`config.mk`:
```
export PLATFORM = sky130hd
export DESIGN_NAME = kip_local_formatter_pipelined
export DESIGN_NICKNAME = d
export VERILOG_FILES = /design/src/rtl/kip_local_formatter_pipelined.sv
export SDC_FILE = /design/constraint.sdc
export NUM_CORES = 2
export LEC_CHECK = 0
export CAP_MARGIN = 20
export CORE_AREA = 4 4 485 487
export DETAILED_ROUTE_END_ITERATION = 7
export DIE_AREA = 0 0 489 491
export GPL_TIMING_DRIVEN = 1
export PLACE_DENSITY = 0.47
export SKIP_CTS_REPAIR_TIMING = 1
export SLEW_MARGIN = 20
export SYNTH_ARGS = -nofsm -noshare
export SYNTH_HDL_FRONTEND = slang
export SYNTH_SLANG_ARGS = --single-unit
```
`constraint.sdc`:
```
create_clock -name i_clk -period 5.17 [get_ports i_clk]
set_clock_uncertainty 0.1 [all_clocks]
set_input_delay 0.517 -clock i_clk [delete_from_list [all_inputs] [get_ports i_clk]]
set_output_delay 0.517 -clock i_clk [all_outputs]
set_load 0.02 [all_outputs]
```
`src/rtl/kip_local_formatter_pipelined.sv`:
```
// KIP local formatter: tags every beat of a packet with the sender/destination TIDs taken
// from its header beat, optionally drops non-local packets, and registers the stream in a 2-entry skid buffer.
module kip_local_formatter_pipelined #(
   parameter int AXIS_DATA_WIDTH   = 512,
   parameter int AXIS_KEEP_WIDTH   = AXIS_DATA_WIDTH / 8,
   parameter int AXIS_TUSER_WIDTH  = 16,
   parameter int AXIS_TID_WIDTH    = 8,
   parameter int SENDER_TID_OFFSET = 0,
   parameter int DEST_TID_OFFSET   = 8,
   parameter int FILTER_EN         = 0,
   parameter int LOCAL_TID_BASE    = 0,
   parameter int LOCAL_TID_COUNT   = 2 ** AXIS_TID_WIDTH,
   parameter int DROP_CNT_WIDTH    = 32
) (
   input  logic                        i_clk,
   input  logic                        i_ap_rst_n,
   input  logic                        from_router_tvalid,
   output logic                        from_router_tready,
   input  logic [AXIS_DATA_WIDTH-1:0]  from_router_tdata,
   input  logic [AXIS_KEEP_WIDTH-1:0]  from_router_tkeep,
   input  logic [AXIS_TUSER_WIDTH-1:0] from_router_tuser,
   input  logic                        from_router_tlast,
   output logic                        to_kernels_tvalid,
   input  logic                        to_kernels_tready,
   output logic [AXIS_DATA_WIDTH-1:0]  to_kernels_tdata,
   output logic [AXIS_KEEP_WIDTH-1:0]  to_kernels_tkeep,
   output logic [AXIS_TID_WIDTH-1:0]   to_kernels_tid,
   output logic [AXIS_TID_WIDTH-1:0]   to_kernels_tdest,
   output logic [AXIS_TUSER_WIDTH-1:0] to_kernels_tuser,
   output logic                        to_kernels_tlast,
   output logic [DROP_CNT_WIDTH-1:0]   drop_count,
   output logic [1:0]                  dbg_state_o
);

   // Handshake: a beat moves on either side only in a cycle where valid && ready; valid never
   // waits on ready, and once valid is high the beat's fields hold until it is taken.
   typedef enum logic [1:0] {HEAD = 2'd0, BODY = 2'd1, DROP = 2'd2} state_e;

   localparam int EXT_W = AXIS_TID_WIDTH + 2;
   localparam logic [EXT_W-1:0] LOCAL_LO = EXT_W'(LOCAL_TID_BASE);
   localparam logic [EXT_W-1:0] LOCAL_HI = EXT_W'(LOCAL_TID_BASE + LOCAL_TID_COUNT);

   state_e                      state_q;
   logic                        live_q;
   logic                        rdy_q;
   logic [AXIS_TID_WIDTH-1:0]   tid_q;
   logic [AXIS_TID_WIDTH-1:0]   tdest_q;
   logic [DROP_CNT_WIDTH-1:0]   drop_cnt_q;

   logic [AXIS_DATA_WIDTH-1:0]  data_q  [2];
   logic [AXIS_KEEP_WIDTH-1:0]  keep_q  [2];
   logic [AXIS_TUSER_WIDTH-1:0] user_q  [2];
   logic                        last_q  [2];
   logic [AXIS_TID_WIDTH-1:0]   etid_q  [2];
   logic [AXIS_TID_WIDTH-1:0]   edest_q [2];
   logic                        wr_q;
   logic                        rd_q;
   logic [1:0]                  cnt_q;
   logic [1:0]                  cnt_d;

   logic [AXIS_TID_WIDTH-1:0]   s_in;
   logic [AXIS_TID_WIDTH-1:0]   d_in;
   logic [EXT_W-1:0]            d_ext;
   logic                        is_local;
   logic                        hdr_drop;
   logic                        in_ready;
   logic                        accept;
   logic                        drop_beat;
   logic                        push;
   logic                        pop;
   logic [AXIS_TID_WIDTH-1:0]   push_tid;
   logic [AXIS_TID_WIDTH-1:0]   push_tdest;

   always_comb begin
      s_in       = from_router_tdata[SENDER_TID_OFFSET +: AXIS_TID_WIDTH];
      d_in       = from_router_tdata[DEST_TID_OFFSET +: AXIS_TID_WIDTH];
      d_ext      = {2'b00, d_in};
      is_local   = (d_ext >= LOCAL_LO) && (d_ext < LOCAL_HI);
      hdr_drop   = (FILTER_EN != 0) && !is_local;
      // Discarded beats never enter the buffer, so they may be taken even while it is full.
      in_ready   = live_q && (rdy_q || (state_q == DROP) || ((state_q == HEAD) && hdr_drop));
      accept     = from_router_tvalid && in_ready;
      drop_beat  = accept && ((state_q == DROP) || ((state_q == HEAD) && hdr_drop));
      push       = accept && !drop_beat;
      pop        = (cnt_q != 2'd0) && to_kernels_tready;
      push_tid   = (state_q == HEAD) ? s_in : tid_q;
      push_tdest = (state_q == HEAD) ? d_in : tdest_q;
      cnt_d      = cnt_q + 2'(push) - 2'(pop);
   end

   always_ff @(posedge i_clk or negedge i_ap_rst_n) begin
      if (!i_ap_rst_n) begin
         state_q    <= HEAD;
         tid_q      <= '0;
         tdest_q    <= '0;
         drop_cnt_q <= '0;
      end else if (accept) begin
         case (state_q)
            HEAD: begin
               if (drop_beat) begin
                  if (drop_cnt_q != {DROP_CNT_WIDTH{1'b1}}) begin
                     drop_cnt_q <= drop_cnt_q + DROP_CNT_WIDTH'(1);
                  end
                  state_q <= from_router_tlast ? HEAD : DROP;
               end else begin
                  tid_q   <= s_in;
                  tdest_q <= d_in;
                  state_q <= from_router_tlast ? HEAD : BODY;
               end
            end
            BODY:    state_q <= from_router_tlast ? HEAD : BODY;
            DROP:    state_q <= from_router_tlast ? HEAD : DROP;
            default: state_q <= HEAD;
         endcase
      end
   end

   // Ready is taken from the next occupancy, so downstream ready never reaches upstream combinationally.
   always_ff @(posedge i_clk or negedge i_ap_rst_n) begin
      if (!i_ap_rst_n) begin
         live_q <= 1'b0;
         rdy_q  <= 1'b0;
         wr_q   <= 1'b0;
         rd_q   <= 1'b0;
         cnt_q  <= 2'd0;
         for (int i = 0; i < 2; i++) begin
            data_q[i]  <= '0;
            keep_q[i]  <= '0;
            user_q[i]  <= '0;
            last_q[i]  <= 1'b0;
            etid_q[i]  <= '0;
            edest_q[i] <= '0;
         end
      end else begin
         live_q <= 1'b1;
         rdy_q  <= (cnt_d != 2'd2);
         cnt_q  <= cnt_d;
         if (push) begin
            data_q[wr_q]  <= from_router_tdata;
            keep_q[wr_q]  <= from_router_tkeep;
            user_q[wr_q]  <= from_router_tuser;
            last_q[wr_q]  <= from_router_tlast;
            etid_q[wr_q]  <= push_tid;
            edest_q[wr_q] <= push_tdest;
            wr_q          <= !wr_q;
         end
         if (pop) begin
            rd_q <= !rd_q;
         end
      end
   end

   assign from_router_tready = in_ready;
   assign to_kernels_tvalid  = (cnt_q != 2'd0);
   assign to_kernels_tdata   = data_q[rd_q];
   assign to_kernels_tkeep   = keep_q[rd_q];
   assign to_kernels_tuser   = user_q[rd_q];
   assign to_kernels_tlast   = last_q[rd_q];
   assign to_kernels_tid     = etid_q[rd_q];
   assign to_kernels_tdest   = edest_q[rd_q];
   assign drop_count         = drop_cnt_q;
   assign dbg_state_o        = state_q;

endmodule

```
==> results by group <==
Floorplan
  • Die width: 489 um
  • Initial Util: 0.2338
  • Core area: 231400 sq um
  • Rows: 177
  • Die area: 240100 sq um
  • IO Pins: 1242
  • Die H: 491 um

Clock network
  • Clk pin slew, worst setup/hold paths: 0.06 ns
  • Clock Tree Buf Depth: 3
  • CTS root buffer: clkbuf_16
  • CTS H-Tree Depth: 4
  • Worst-Skew Late Latency: 0.79 ns
  • Clk sink count: 1274
  • TritonCTS clock tree: built
  • Number of buffers created by CTS: 155

Route
  • WL/cell: 24.37 um
  • Drt via density: 4.232
  • Number of DRC markers in iteration 0: 958
  • DR vias: 33148
  • Antenna viol nets, final: 0
  • # DRC: 0
  • First-pass DRT Iterations: 4
  • Routed wire length: 190.9 mm

Synth
  • Yosys cell types: 23
  • Main flop type after synthesis: dfrtp_1
  • Netlist Area Pre-Place: 54100 sq um
  • #FFs+latches synth: 1274
  • EDFF count, synth: 0
  • Post-synthesis sequential area ratio: 0.5893
  • Avg Cell Area, Syn: 15.94 sq um
  • Synthesized Nets: 3992
  • Yosys Warn Count: 0
  • Mapped Cells: 3393
  • FFs w/ async S/R, synth: 1.000

Setup path
  • CP arrival: 3.35 ns
  • Reg-to-Reg Start: dbg_state_o[1]$_DFFE_PN0N_
  • Register-to-register setup slack: 2.21 ns
  • Crit path kind: flop to output pin
  • Critical Path Fanout Max: 63
  • Critical R2R Capture: keep_q[3]$_DFFE_PN0P_
  • Crit. End Element: output pin
  • Critical path required time: 4.55 ns
  • Reg2Reg Depth: 4
  • Startpoint types: flop

Power and ir drop
  • P_leak: 30.77 nW
  • Power density cells: 738.7 nW/um^2
  • VDD IR-drop max: 0.3690 mV

Timing
  • Tcrit/Tclk final: 0.7664
  • TNS Setup: 0 ns
  • Slew Limit Fails: 0
  • Final hold viol count: 0
  • Final setup viols: 0
  • Final hold slack: 0.1654 ns
  • Fmax: 0.2524 GHz
  • Least-Margin Pin Slew: 0.9763 ns
  • RSZ-0062 raised after global routing: no
  • Final setup margin: 1.208 ns
  • Post-layout minimum cycle time: 3.962 ns
  • Slew headroom: 0.3491

Flow run
  • Max Cap Violations: 0

Global routing
  • Vias in the first global route: 36809
  • Initial antenna violation count: 85
  • GRT overflow: 0
  • Total Routing Usage GR: 0.1552
  • Largest net degree at the start of global routing: 149
  • First-pass GRT wire length: 272.4 mm

Final layout
  • Multi-input combinational cell area: 21120 sq um
  • # nets final: 5227
  • Seq. cell area: 31880 sq um
  • Share of cells above drive strength 1: 0.4383
  • Final-layout fill cell count: 22675
  • Area grow syn2layout: 39.76%

Min path
  • Min-Delay Path Class: input pin to asynchronous set/reset pin

Place
  • DP Wirelength: 140.0 mm
  • Place WS: 1.696 ns
  • I/O Buffers: 1241
  • GP Congestion: 0.7879

Run status
  • Outcome: finished, final reports clean
==> layout make-up <==
class                      instances  area share
inverter                           1  0.00004964
clock buffer                     237     0.06164
clock inverter                    44    0.008952
multi-input combinational       1881      0.2794
timing repair buffer            1315      0.1767
sequential                      1274      0.4217
tap                             3043     0.05035
antenna                           38    0.001258
==> placed cells by master, fill, tap and decap left out, types with 3 or more instances in the layout <==
cell             Yosys  layout
inv_6                0       3
dfrtp_1           1274    1273
mux2_2            1759    1759
clkdlybuf4s50_1      0    1240
clkbuf_8             0      41
diode_2              0      38
buf_12               0      29
inv_16               0       3
clkbuf_1           111      38
buf_4                0      44
clkinv_16            0       5
clkinv_4             0       3
clkinv_2             0      18
bufinv_16            0      10
mux2_1             100     100
xnor2_1              3       3
clkbuf_16            0     158
==> sequential cells by signal (all words and copies together), names as in the netlist, 2 cells and up <==
name,count
cnt_q,2
data_q,1024
dbg_state_o,2
drop_count,32
edest_q,16
etid_q,16
keep_q,128
last_q,2
tdest_q,8
tid_q,8
user_q,32
==> metal layers <==
metal,part of all wire,track usage,up-vias
li1,-,-,14677
met1,0.39,0.1748,17079
met2,0.48,0.2547,1021
met3,0.10,0.07553,291
met4,0.030,0.05419,80
met5,0.0026,0,-
==> worst max-delay path, cell delays in order (launching register included) <==
cell and delay [ns]:
dfrtp_4 0.74, buf_12 0.27, buf_12 0.32, mux2_2 0.39
clkdlybuf4s50_1 0.65
==> report_power, final <==
group	internal [mW]	switching, mW
clock	6.75	4.53
combinational	14.1	13.3
sequential	14.9	2.24
total	35.8	20.0
==> synthesized netlist by cell type, types with 2 or more instances <==
cell      instances  area, sq um
buf_2           115        575.6
buf_6            11        123.9
clkbuf_1        111        416.7
dfrtp_1        1274        31880
ha_1              2        25.02
mux2_1          100         1126
mux2_2         1759        19810
nor3_2            2        20.02
o21a_1            2        15.01
or2_2             2        12.51
xnor2_1           3        26.28
==> through the flow <==
step | util | cell area [sq um] | instances | power (mW)
floorplan | - | 54100 | 3393 | 32.14
global placement | 0.3032 | 70170 | 7513 | 44.93
detailed placement | 0.3032 | 70170 | 7513 | 45.22
CTS | 0.3263 | 75510 | 7794 | 57.02
global route | 0.3265 | 75560 | 7811 | 58.93
finish | 0.3267 | 75610 | 7833 | 55.85
==> kinds of logic (layout without fill, tap and decap cells) <==
group	Yosys count	after routing	synth area share
multiplexers	1859	1859	0.3869
flip-flops	1274	1274	0.5893
buffers and inverters	238	1597	0.02070
AND/OR/NAND/NOR	11	11	0.001341
AO/OA/AOI/OAI	4	4	0.0005551
XOR/XNOR	4	4	0.0006477
adder cells (fa/ha/maj)	2	2	0.0004625
other	1	39	0.00006932
==> worst max-delay path by stage <==
stage / from / end / slack (ns) / depth (start not counted)
floorplan: rd_q$_DFFE_PN0P_ / to_kernels_tdata[0] / 3.01 / 4
CTS: rd_q$_DFFE_PN0P_ / to_kernels_tdata[21] / 1.01 / 4
global route: rd_q$_DFFE_PN0P_ / to_kernels_tdata[21] / 1.00 / 4
finish: rd_q$_DFFE_PN0P_ / to_kernels_tdata[333] / 1.21 / 4
detailed placement: from_router_tvalid / keep_q[3]$_DFFE_PN0P_ / 1.70 / 5
global placement: from_router_tvalid / keep_q[27]$_DFFE_PN0P_ / 1.73 / 5
Note: power is estimated with default switching activity, not from simulation.
